### src/rtl/uart_pkg.sv
// Shared types and command-field helpers for the uart command arbiter.
package uart_pkg;

    localparam int CMD_ADDR_W_DEF = 7;
    localparam int CMD_DATA_W_DEF = 8;
    localparam int CMD_RW_FLAG_DEF = 1;
    localparam int CMD_DATA_LSB = 0;

    typedef enum logic [1:0] {
        ST_IDLE    = 2'd0,
        ST_ISSUE   = 2'd1,
        ST_WAIT_RD = 2'd2
    } arb_state_e;

    function automatic int addr_lsb(input int data_w);
        return CMD_DATA_LSB + data_w;
    endfunction

    function automatic int rw_bit(input int addr_w, input int data_w);
        return addr_lsb(data_w) + addr_w;
    endfunction

endpackage

### src/rtl/uart_rr_arb.sv
// Combinational round-robin pick: first request at or above ptr, then wrap.
module uart_rr_arb #(
    parameter int N  = 4,
    parameter int IW = 2
) (
    input  logic [N-1:0]  req,
    input  logic [IW-1:0] ptr,
    output logic [N-1:0]  gnt,
    output logic [IW-1:0] idx,
    output logic          any
);

    always_comb begin
        gnt = '0;
        idx = '0;
        any = 1'b0;
        for (int i = 0; i < N; i++) begin
            if (!any && req[i] && i >= int'(ptr)) begin
                any    = 1'b1;
                gnt[i] = 1'b1;
                idx    = IW'(i);
            end
        end
        for (int i = 0; i < N; i++) begin
            if (!any && req[i] && i < int'(ptr)) begin
                any    = 1'b1;
                gnt[i] = 1'b1;
                idx    = IW'(i);
            end
        end
    end

endmodule

### src/rtl/uart_cmd_arb.sv
// Round-robin arbiter sharing one uart command port among NUM_REQ masters.
// Define UART_ARB_TIMEOUT_EN to bound the wait for a read response.
module uart_cmd_arb
    import uart_pkg::*;
#(
    parameter int NUM_REQ        = 4,
    parameter int CMD_ADDR_WIDTH = CMD_ADDR_W_DEF,
    parameter int CMD_DATA_WIDTH = CMD_DATA_W_DEF,
    parameter int CMD_RW_FLAG    = CMD_RW_FLAG_DEF,
    parameter int CMD_WIDTH      = CMD_ADDR_WIDTH + CMD_DATA_WIDTH + CMD_RW_FLAG,
    parameter int TIMEOUT_CYCLES = 16384
) (
    input  logic                         clk,
    input  logic                         rst_n,
    input  logic [NUM_REQ-1:0]           req_valid,
    input  logic [NUM_REQ*CMD_WIDTH-1:0] req_cmd,
    output logic [NUM_REQ-1:0]           req_ready,
    output logic [NUM_REQ-1:0]           rsp_valid,
    output logic [CMD_DATA_WIDTH-1:0]    rsp_data,
    output logic                         rsp_err,
    output logic                         busy,
    output logic                         m_cmd_valid,
    output logic [CMD_WIDTH-1:0]         m_cmd_data,
    input  logic                         m_cmd_ready,
    input  logic                         m_read_valid,
    input  logic [CMD_DATA_WIDTH-1:0]    m_read_data
);

    localparam int IW = (NUM_REQ > 1) ? $clog2(NUM_REQ) : 1;
    localparam int RW_BIT = rw_bit(CMD_ADDR_WIDTH, CMD_DATA_WIDTH) + CMD_RW_FLAG - 1;

    arb_state_e state_q, state_d;
    logic [IW-1:0]        ptr_q;
    logic [NUM_REQ-1:0]   grant_q;
    logic [NUM_REQ-1:0]   win_gnt;
    logic [IW-1:0]        win_idx;
    logic                 win_any;
    logic [CMD_WIDTH-1:0] win_cmd;
    logic                 tmo_exp;

    uart_rr_arb #(.N(NUM_REQ), .IW(IW)) u_rr (
        .req (req_valid),
        .ptr (ptr_q),
        .gnt (win_gnt),
        .idx (win_idx),
        .any (win_any)
    );

    always_comb begin
        win_cmd = '0;
        for (int i = 0; i < NUM_REQ; i++) begin
            if (win_idx == IW'(i))
                win_cmd = req_cmd[i*CMD_WIDTH +: CMD_WIDTH];
        end
    end

`ifdef UART_ARB_TIMEOUT_EN
    localparam int TW = $clog2(TIMEOUT_CYCLES + 1);
    logic [TW-1:0] tmo_q;

    always_ff @(posedge clk) begin
        if (!rst_n || state_q != ST_WAIT_RD)
            tmo_q <= '0;
        else
            tmo_q <= tmo_q + 1'b1;
    end

    assign tmo_exp = (state_q == ST_WAIT_RD) && (tmo_q == TW'(TIMEOUT_CYCLES - 1));
`else
    assign tmo_exp = 1'b0;
`endif

    always_comb begin
        state_d   = state_q;
        req_ready = '0;
        unique case (state_q)
            ST_IDLE: begin
                if (win_any) begin
                    req_ready = win_gnt;
                    state_d   = ST_ISSUE;
                end
            end
            ST_ISSUE: begin
                if (m_cmd_ready)
                    state_d = m_cmd_data[RW_BIT] ? ST_IDLE : ST_WAIT_RD;
            end
            ST_WAIT_RD: begin
                if (m_read_valid || tmo_exp)
                    state_d = ST_IDLE;
            end
            default: state_d = ST_IDLE;
        endcase
    end

    assign busy = (state_q != ST_IDLE);

    always_ff @(posedge clk) begin
        if (!rst_n) begin
            state_q     <= ST_IDLE;
            ptr_q       <= '0;
            grant_q     <= '0;
            m_cmd_valid <= 1'b0;
            m_cmd_data  <= '0;
            rsp_valid   <= '0;
            rsp_data    <= '0;
            rsp_err     <= 1'b0;
        end else begin
            state_q   <= state_d;
            rsp_valid <= '0;
            if (state_q == ST_IDLE && win_any) begin
                m_cmd_data  <= win_cmd;
                m_cmd_valid <= 1'b1;
                grant_q     <= win_gnt;
                ptr_q       <= (win_idx == IW'(NUM_REQ - 1)) ? '0 : win_idx + 1'b1;
            end
            if (state_q == ST_ISSUE && m_cmd_ready)
                m_cmd_valid <= 1'b0;
            // A response arriving on the expiry cycle beats the timeout.
            if (state_q == ST_WAIT_RD) begin
                if (m_read_valid) begin
                    rsp_valid <= grant_q;
                    rsp_data  <= m_read_data;
                    rsp_err   <= 1'b0;
                end else if (tmo_exp) begin
                    rsp_valid <= grant_q;
                    rsp_data  <= '0;
                    rsp_err   <= 1'b1;
                end
            end
        end
    end

endmodule

### config.mk
export PLATFORM = sky130hd
export DESIGN_NAME = uart_cmd_arb
export DESIGN_NICKNAME = d
export VERILOG_FILES = /design/src/rtl/uart_pkg.sv /design/src/rtl/uart_rr_arb.sv /design/src/rtl/uart_cmd_arb.sv
export SDC_FILE = /design/constraint.sdc
export NUM_CORES = 1
export LEC_CHECK = 0
export ABC_AREA = 1
export BUFFER_PORTS_ARGS = -buffer_cell sky130_fd_sc_hd__buf_2
export CORE_AREA = 5 5 97 99
export DETAILED_ROUTE_END_ITERATION = 8
export DIE_AREA = 0 0 102 104
export SLEW_MARGIN = 20
export SYNTH_ARGS = -nofsm -noshare
export SYNTH_HDL_FRONTEND = slang
export SYNTH_SLANG_ARGS = --single-unit
### constraint.sdc
create_clock -name clk -period 1.99 [get_ports clk]
set_input_delay 0.398 -clock clk [delete_from_list [all_inputs] [get_ports clk]]
set_output_delay 0.398 -clock clk [all_outputs]
set_load 0.02 [all_outputs]
==> run metrics, run 1 <==
Post-synth top cells nand2_1, o21ai_0, nor2_1; clock sink total 37; status finished with violations; dpl ws -0.338 ns; Pins Over Slew Limit 0; Vias 2304; area delta synth->final 51.1%; initial core utilization 24.3%; largest net degree at the start of global routing 33; Hold Crit Class primary input to flip-flop; 1st-iter DRT viols 53; die area 10600 um^2; filler cell count 938; reg2reg path depth 16; failing checks setup timing; Yosys top cell area share 36.1%; Clock Tree Root clkbuf_8; CP required 2.21 ns; Cells after Synth 309; number of failing hold endpoints at the final stage 0; fin util 36.7%; first-pass detailed-route iteration total 4; sequential element share of the synthesized area 36.1%; Core Area 8470 um^2; Yosys reg bits 37; number of I/O port buffers 113; count leader, synth nand2_1; vias in the first global route 2223; max_cap viols 0; post-synth top area cell dfxtp_1; crit end category flip-flop; drt total wl 6.21 mm; largest cells by area after synthesis dfxtp_1, o21ai_0, nand2_1; post-route ant nets 0; CTS tree yes; Mapped Area 2050 um^2; maximum vdd ir drop 0.000359 V; f_max 0.475 GHz; die width 102 um; Final Setup Violations 16; Setup WS post-layout -0.117 ns; via/cell ratio 4.24; Num CTS Buffers 5; RSZ-0062 raised after global routing true; clock slew at reported path FFs 0.08 ns; fin crit period 2.11 ns; Top FF cell, synth dfxtp_1; LEAKAGE 0.00153 uW; Vert. Die Dim 104 um; Worst-Skew Late Latency 0.28 ns; RePlAce Congestion 0.765; initial antenna violation count 0; slew margin rel. 66.0%; Pwr Total 3460 uW; total gr overflow 0; crit path kind flip-flop to flip-flop; layout net count 518; H-tree level count 2; fraction of registers with async set/reset 0%; Avg Cell Area, Syn 6.65 um^2; total track usage 11.6%; Cell Rows 34; I/O pin count 115; detailed-route DRC error count 0; Crit Path Max Fanout 11; hpwl dp 5.04 mm; TNS Setup -1.28 ns; Worst Hold Depth 3; Clock Path Buffers 2; Post-synth EDFFs 0; layout cells sized above 1 41.6%; worst path arrival time 2.33 ns; fin crit share 106%; diode count 0; clk_skew 0.00639 ns; Synth cell types 26; Synthesized Nets 393; Hold WS 0.405 ns; Worst Tran Pin Value 0.510 ns; Wirelength per Cell 11.4 um; global-route wire length before repair 10.1 mm; PD cells 1120 nW/um^2; hold buffer count at CTS 0; Synth warnings 0; startpoint types flip-flop
-- timing repair --
action	in CTS	in global routing
pin swaps	8	14
endpoints found under the hold margin	0	0
setup endpoints to repair	18	19
resized for setup	20	23
cloned	0	0
buffers inserted	3	3
-- worst paths after layout --
| path | start | endpoint | slack (ns) |
|---|---|---|---|
| max | ptr_q[1] | m_cmd_data[10] | -0.12 |
| min | m_read_data[5] | rsp_data[5] | 0.41 |
| max reg2reg | ptr_q[1] | m_cmd_data[10] | -0.12 |
| min reg2reg | grant_q[0] | rsp_valid[0] | 0.43 |
-- sequential cells by signal, indices dropped and copies added, names as in the netlist --
register,flops
m_cmd_valid,1
grant_q,4
m_cmd_data,16
rsp_valid,4
ptr_q,2
rsp_data,8
state_q,2
-- worst max-delay path: stages, from the launching register on --
cell,delay [ns]
dfxtp_4,0.37
inv_4,0.05
nand3_4,0.10
nand4_4,0.11
nor2_4,0.15
nand3_2,0.11
nand3_4,0.11
inv_4,0.05
ha_4,0.17
nor2_4,0.17
buf_12,0.15
nand2_1,0.05
nand2_1,0.06
o21ai_1,0.06
o21ai_1,0.15
o21ai_1,0.08
nor2_1,0.11
-- cells in the final DEF, fill, tap and decap left out, types with 2 or more instances in the layout --
master    netlist  layout
a21oi_1        30      29
ha_1            4       2
nand2_1        61      55
nand2_4         1       2
nand4_1         4       4
nand3b_1        2       2
nand3_2         1       2
buf_12          0       3
nor2_1         41      39
nand2_2         3       8
dfxtp_1        37      35
nand3_4         1       3
o21ai_0        51      22
clkbuf_8        0       5
inv_4           1       3
inv_1          30      24
buf_2           4     110
nor2_2          5       6
nor2_4          2       3
buf_4           2      15
buf_6           3       5
inv_2           1       5
o21ai_1         7      35
nand3_1         7       4
buf_8           0       2
-- cell type report --
type / instances / area [um^2] / area share [%]
multi-input combinational: 223 / 1170 / 37.8
timing repair buffer: 135 / 810 / 26.1
sequential: 37 / 746 / 24.0
tap: 108 / 135 / 4.35
inverter: 32 / 128 / 4.11
clock buffer: 6 / 72.6 / 2.34
clock inverter: 2 / 38.8 / 1.25
-- report_power, final --
| group | internal, uW | switching, uW |
|---|---|---|
| combinational | 745 | 1070 |
| clock | 376 | 256 |
| sequential | 910 | 110 |
-- through the flow --
stage / cells / area (um^2)
after CTS: 540 / 3020
after floorplan: 309 / 2130
final: 543 / 3100
after detailed placement: 529 / 2850
after global routing: 543 / 3100
after global placement: 529 / 2850
-- metal layers --
metal	share of wire, %	GRT usage (%)
met1	46	15.3
met2	44	18.6
met3	8.1	2.68
met4	1.1	3.66
met5	0	0
-- cells by family (layout without fill, tap and decap cells) --
group	count (synthesis)	in the layout	share of synthesized area (%)
other	1	1	0.183
buffers and inverters	49	175	10.8
and+or+nand+nor	129	129	28.7
adders and majority gates	4	4	2.44
DFF	37	37	36.1
AOI/OAI and AO/OA	89	89	21.8
Note: power is estimated with default switching activity, not from simulation.
==> run 2: changes to the inputs <==
--- a/config.mk
+++ b/config.mk
@@ -5,11 +5,10 @@
 export SDC_FILE = /design/constraint.sdc
 export NUM_CORES = 1
 export LEC_CHECK = 0
-export ABC_AREA = 1
 export BUFFER_PORTS_ARGS = -buffer_cell sky130_fd_sc_hd__buf_2
-export CORE_AREA = 5 5 97 99
+export CORE_AREA = 5 5 98 100
 export DETAILED_ROUTE_END_ITERATION = 8
-export DIE_AREA = 0 0 102 104
+export DIE_AREA = 0 0 103 105
 export SLEW_MARGIN = 20
 export SYNTH_ARGS = -nofsm -noshare
 export SYNTH_HDL_FRONTEND = slang
==> constraint.sdc (replaced) <==
create_clock -name clk -period 1.8 [get_ports clk]
set_input_delay 0.36 -clock clk [delete_from_list [all_inputs] [get_ports clk]]
set_output_delay 0.36 -clock clk [all_outputs]
set_load 0.02 [all_outputs]
==> run metrics, run 2 <==
Cell Rows 34 (unchanged); RR Startpoint ptr_q[1] (unchanged); global-route wire length before repair 10.7 mm (was 10.1 mm); post-place instance area 2960 um^2 (was 2850 um^2); post-synth top area cell dfxtp_1 (unchanged); clock slew at reported path FFs 0.07 ns (was 0.08 ns); Wirelength per Cell 13.1 um (was 11.4 um); clk_skew 0.00428 ns (was 0.00639 ns); PD cells 883 nW/um^2 (was 1120 nW/um^2); crit path kind primary input to primary output (was flip-flop to flip-flop); Largest register FFs 16 (unchanged); Sw Pwr 1010 uW (was 1430 uW); part of the power in combinational logic 41.5% (was 52.3%); fin crit period 1.94 ns; initial core utilization 24.2% (was 24.3%); reg2reg path depth 9 (was 16); Clock Path Buffers 2 (unchanged); max_cap viols 0 (unchanged); number of I/O port buffers 113 (unchanged); Setup WS post-layout -0.138 ns (was -0.117 ns); initial antenna violation count 0 (unchanged); largest net degree at the start of global routing 39 (was 33); Num CTS Buffers 5 (unchanged); Vias 2408 (was 2304); LEAKAGE 0.00156 uW (was 0.00153 uW); fin crit share 108%; Worst Tran Pin Value 0.547 ns (was 0.510 ns); Hold WS 0.319 ns (was 0.405 ns); Post-synth top cells a21oi_1, o21ai_0, dfxtp_1, nand2_1 (was nand2_1, o21ai_0, nor2_1); layout net count 497 (was 518); Worst Hold Depth 3 (unchanged); sequential element share of the synthesized area 35.6% (was 36.1%); post-route ant nets 0 (unchanged); area delta synth->final 59.2% (was 51.1%); Vert. Die Dim 105 um (was 104 um); die area 10800 um^2 (was 10600 um^2); f_max 0.516 GHz; Yosys top cell area share 35.6% (was 36.1%); Cells after Synth 285 (was 309); part of the power in registers 33.0% (was 29.4%); sw frac 34.4% (was 41.3%); CTS tree yes (unchanged); most frequent cell on the critical path buf_6 (was o21ai_1); Post-synth EDFFs 0 (unchanged); dpl ws -0.244 ns (was -0.338 ns); Final Setup Violations 17 (was 16); RePlAce Congestion 0.841 (was 0.765); WHS Endpoint rsp_data[3] (was rsp_data[5]); Critical Path Slowest Stage Cell or4_4 (was dfxtp_4); most frequent cells in the layout buf_2, a21oi_1, nand2_1 (was buf_2, nand2_1, nor2_1); startpoint types primary input (was flip-flop); largest register by flop count m_cmd_data (unchanged); biggest regs m_cmd_data (16), rsp_data (8) (unchanged); Worst-Skew Late Latency 0.28 ns (about the same); diode count 0 (unchanged); H-tree level count 2 (unchanged); total track usage 12.1% (was 11.6%); HP Start m_read_data[3] (was m_read_data[5]); worst-path cell chain buf_2 -> buf_6 -> or4_4 -> and2_4 -> and3_4 -> buf_6 (was inv_4 -> nand3_4 -> nand4_4 -> nor2_4 -> nand3_2 -> nand3_4 -> inv_4 -> ha_4 -> nor2_4 -> buf_12 -> nand2_1 -> nand2_1 -> o21ai_1 -> o21ai_1 -> o21ai_1 -> nor2_1); drt total wl 6.83 mm (was 6.21 mm); cell-internal power 1920 uW (was 2030 uW); number of failing hold endpoints at the final stage 0 (unchanged); vias in the first global route 2281 (was 2223); clock power share 25.5% (was 18.2%); Synth cell types 35 (was 26); first-pass detailed-route iteration total 4 (unchanged); Finished Layout Cells 522 (was 543); fraction of registers with async set/reset 0% (unchanged); layout cells sized above 1 47.3% (was 41.6%); Synthesized Nets 369 (was 393); Hold Crit Class primary input to flip-flop (unchanged); Avg Cell Area, Syn 7.30 um^2 (was 6.65 um^2); CP required 1.44 ns (was 2.21 ns); most common cell after layout, fill and taps aside buf_2 (unchanged); max incr delay on CP 0.53 ns (was 0.37 ns); detailed-route DRC error count 0 (unchanged); Synth warnings 0 (unchanged); clock sink total 37 (unchanged); TNS Setup -0.738 ns (was -1.28 ns); count leader, synth a21oi_1 (was nand2_1); I/O pin count 115 (unchanged); via/cell ratio 4.61 (was 4.24); 1st-iter DRT viols 53 (unchanged); Core Area 8590 um^2 (was 8470 um^2); status finished with violations (unchanged); crit end category primary output (was flip-flop); hold buffer count at CTS 0 (unchanged); Crit Path Max Fanout 3 (was 11); slew margin rel. 63.5% (was 66.0%); Top FF cell, synth dfxtp_1 (unchanged); maximum vdd ir drop 0.000315 V (was 0.000359 V); critical path startpoint req_valid[2] (was ptr_q[1]); placed cells 507 (was 529); largest cells by area after synthesis dfxtp_1, a21oi_1, o21ai_0 (was dfxtp_1, o21ai_0, nand2_1); reg2reg setup slack -0.07 ns (was -0.12 ns); failing checks setup timing (unchanged); Mapped Area 2080 um^2 (was 2050 um^2); design area 3310 um^2 (was 3100 um^2); RSZ-0062 raised after global routing true (unchanged); worst path arrival time 1.58 ns (was 2.33 ns); hpwl dp 5.29 mm (was 5.04 mm); Clock Tree Root clkbuf_8 (unchanged); Pins Over Slew Limit 0 (unchanged); total gr overflow 0 (unchanged); RR Endpoint m_cmd_data[8] (was m_cmd_data[10]); die width 103 um (was 102 um); Yosys reg bits 37 (unchanged)
## run 2: final cells by class
cell class	instances	area, um^2
timing repair buffer	148	933
fill	918	5280
sequential	37	746
clock buffer	6	82.6
tap	108	135
inverter	22	82.6
multi-input combinational	199	1300
clock inverter	2	37.5
## run 2: power groups by stage
stage	clock network, uW	logic, uW	registers [uW]
after floorplan	0	633	1060
after global placement	0	1070	981
after detailed placement	0	1080	981
after CTS	780	1170	965
after global routing	812	1340	977
final	747	1210	965
## run 2: critical path: cells and delay by family
family / cells / cell delay [ns]
buffers and inverters: 3 / 0.35
AND/OR/NAND/NOR: 3 / 0.86
## run 2: layer usage
layer	track usage (%)	vias up	wire length, um
li1	-	1247	-
met1	16.7	1069	3150
met2	18.6	84	3100
met3	2.13	8	481
met4	4.16	0	101
met5	0	-	0
## run 2: cell families (layout without fill, tap and decap cells)
| kind of cell | count (synthesis) | after routing | synth area share, % |
|---|---|---|---|
| flip-flops | 37 | 37 | 35.6 |
| other | 1 | 1 | 0.180 |
| AND/OR/NAND/NOR | 60 | 60 | 13.4 |
| adder cells (fa/ha/maj) | 4 | 4 | 2.41 |
| multiplexers | 1 | 1 | 0.481 |
| AO/OA/AOI/OAI | 133 | 133 | 37.6 |
| buffers and inverters | 49 | 178 | 10.3 |
## run 2: stage by stage
| stage | utilization (%) | total power [uW] |
|---|---|---|
| after global placement | 34.5 | 2050 |
| final | 38.6 | 2930 |
| after global routing | 38.6 | 3130 |
| after CTS | 37.6 | 2920 |
| after detailed placement | 34.5 | 2060 |
| after floorplan | - | 1690 |
## run 2: what timing repair did
action | CTS | global route
buffers inserted | 4 | 3
hold endpoints to repair | 0 | 0
resized for setup | 35 | 11
cloned | 0 | 0
endpoints found under the setup margin | 20 | 20
pin swaps | 20 | 15
## run 2: worst max path at each step
| stage | end | slack (ns) | depth (start not counted) |
|---|---|---|---|
| global placement | m_cmd_data[1] | -0.20 | 10 |
| floorplan | m_cmd_data[7] | -0.06 | 12 |
| global route | m_cmd_data[8] | -0.18 | 10 |
| detailed placement | m_cmd_data[13] | -0.24 | 10 |
| finish | req_ready[0] | -0.14 | 6 |
| CTS | req_ready[0] | -0.1 | 6 |
==> run 3: changes to the inputs <==
==> constraint.sdc (replaced) <==
create_clock -name clk -period 1.8 [get_ports clk]
set_input_delay 0.36 -clock clk [delete_from_list [all_inputs] [get_ports clk]]
set_output_delay 0.36 -clock clk [all_outputs]
set_load 0.1 [all_outputs]
==> run metrics, run 3 (synthesized netlist as in run 2, its figures left out) <==
status finished with violations (unchanged); failing checks setup timing (unchanged); largest net degree at the start of global routing 39 (unchanged); Vert. Die Dim 105 um (unchanged); number of failing hold endpoints at the final stage 0 (unchanged); I/O pin count 115 (unchanged); Num CTS Buffers 5 (unchanged); first-pass detailed-route iteration total 4 (unchanged); area delta synth->final 59.9% (was 59.2%); die area 10800 um^2 (unchanged); post-route ant nets 0 (unchanged); cell-internal power 1750 uW (was 1920 uW); clock slew at reported path FFs 0.08 ns (was 0.07 ns); most common cell after layout, fill and taps aside buf_2 (unchanged); fin util 38.7% (was 38.6%); slew margin rel. 60.2% (was 63.5%); CP required 1.44 ns (about the same); layout net count 493 (was 497); clk_skew 0.00652 ns (was 0.00428 ns); placed cells 502 (was 507); total track usage 12.4% (was 12.1%); worst path arrival time 1.53 ns (was 1.58 ns); detailed-route DRC error count 0 (unchanged); worst path bufs/invs 2 (was 3); clock sink total 37 (unchanged); diode count 0 (unchanged); vias in the first global route 2331 (was 2281); die width 103 um (unchanged); Wirelength per Cell 13.6 um (was 13.1 um); Core Area 8590 um^2 (unchanged); biggest regs m_cmd_data (16), rsp_data (8) (unchanged); Sw Pwr 1540 uW (was 1010 uW); LEAKAGE 0.00155 uW (was 0.00156 uW); f_max 0.529 GHz (was 0.516 GHz); hold buffer count at CTS 0 (unchanged); startpoint types flip-flop (was primary input); max incr delay on CP 0.38 ns (was 0.53 ns); Vias 2404 (was 2408); max_cap viols 0 (unchanged); H-tree level count 2 (unchanged); crit end category primary output (unchanged); Crit path depth 5 (was 6); worst-path cell chain buf_6 -> nor3_1 -> a311oi_2 -> nor2_2 -> buf_6 (was buf_2 -> buf_6 -> or4_4 -> and2_4 -> and3_4 -> buf_6); layout cells sized above 1 47.6% (was 47.3%); RR Startpoint ptr_q[1] (unchanged); Hold Crit Class primary input to flip-flop (unchanged); Setup WS post-layout -0.0919 ns (was -0.138 ns); Clock Path Buffers 2 (unchanged); total gr overflow 0 (unchanged); initial core utilization 24.2% (unchanged); sw frac 46.7% (was 34.4%); Clock Tree Root clkbuf_8 (unchanged); reg2reg path depth 9 (unchanged); initial antenna violation count 0 (unchanged); most frequent cell on the critical path buf_6 (unchanged); clock power share 18.0% (was 25.5%); crit path kind flip-flop to primary output (was primary input to primary output); fin crit share 105% (was 108%); number of I/O port buffers 113 (unchanged); Largest register FFs 16 (unchanged); maximum vdd ir drop 0.000388 V (was 0.000315 V); reg2reg setup slack -0.09 ns (was -0.07 ns); Critical Path Slowest Stage Cell dfxtp_4 (was or4_4); Final Setup Violations 17 (unchanged); most frequent cells in the layout buf_2, nand2_1, a21oi_1 (was buf_2, a21oi_1, nand2_1); Pwr Total 3290 uW (was 2930 uW); drt total wl 7.03 mm (was 6.83 mm); Hold WS 0.318 ns (was 0.319 ns); Worst Hold Depth 3 (unchanged); PD cells 989 nW/um^2 (was 883 nW/um^2); RR Endpoint m_cmd_data[3] (was m_cmd_data[8]); hpwl dp 5.11 mm (was 5.29 mm); global-route wire length before repair 11.0 mm (was 10.7 mm); CP Capture Point req_ready[2] (was req_ready[0]); Finished Layout Cells 518 (was 522); Cell Rows 34 (unchanged); Worst-Skew Late Latency 0.29 ns (was 0.28 ns); Crit Path Max Fanout 8 (was 3); 1st-iter DRT viols 78 (was 53); Worst Tran Pin Value 0.597 ns (was 0.547 ns); RePlAce Congestion 0.822 (was 0.841); Crit path max-delay family simple AND/OR/NAND/NOR gates (unchanged); part of the power in registers 29.4% (was 33.0%); part of the power in combinational logic 52.6% (was 41.5%); largest register by flop count m_cmd_data (unchanged); dpl ws -0.270 ns (was -0.244 ns); critical path startpoint ptr_q[1] (was req_valid[2]); fin crit period 1.89 ns (was 1.94 ns); Pins Over Slew Limit 0 (unchanged); RSZ-0062 raised after global routing true (unchanged); via/cell ratio 4.64 (was 4.61); CTS tree yes (unchanged)
run 3: worst min-delay path by stage:
stage,slack (ns),from,end
floorplan,0.44,grant_q[0],rsp_valid[0]
global placement,0.45,rsp_data[3],rsp_data[3]
detailed placement,0.46,rsp_data[0],rsp_data[0]
CTS,0.30,m_read_data[4],rsp_data[4]
global route,0.33,m_read_data[1],rsp_data[1]
finish,0.32,m_read_data[1],rsp_data[1]
run 3: final cells by class:
| type | count | area (um^2) |
|---|---|---|
| Fill cell | 895 | 5270 |
| Sequential cell | 37 | 746 |
| Tap cell | 108 | 135 |
| Timing Repair Buffer | 144 | 960 |
| Clock buffer | 5 | 68.8 |
| Multi-Input combinational cell | 199 | 1320 |
| Clock inverter | 3 | 17.5 |
| Inverter | 22 | 82.6 |
run 3: power by group through the flow:
stage	clock (uW)	sequential (uW)	combinational, uW
after global routing	641	978	1850
final	591	967	1730
after CTS	624	967	1660
after detailed placement	0	981	1570
after global placement	0	980	1560
after floorplan	0	1460	774
run 3: layer usage:
metal,global-route usage [%],up-vias,share of wire (%)
li1,-,1235,-
met1,16.8,1065,45
met2,19.6,94,46
met3,2.66,10,7.4
met4,3.70,0,1.5
met5,0,-,0
run 3: tightest hold or removal path: stages:
cell      delay, ns
buf_2          0.09
nand2_1        0.04
a21boi_0       0.06
run 3: timing repair:
| item | in CTS | in global routing |
|---|---|---|
| gates resized for setup | 26 | 18 |
| setup endpoints to repair | 20 | 20 |
| pin swaps | 7 | 21 |
| setup buffers | 6 | 2 |
run 3: metrics by stage:
step	instance area [um^2]	setup TNS, ns
floorplan	2300	-1.49
global placement	2990	-3.75
detailed placement	2990	-4.32
CTS	3230	-0.756
global route	3330	-2.64
finish	3330	-0.762
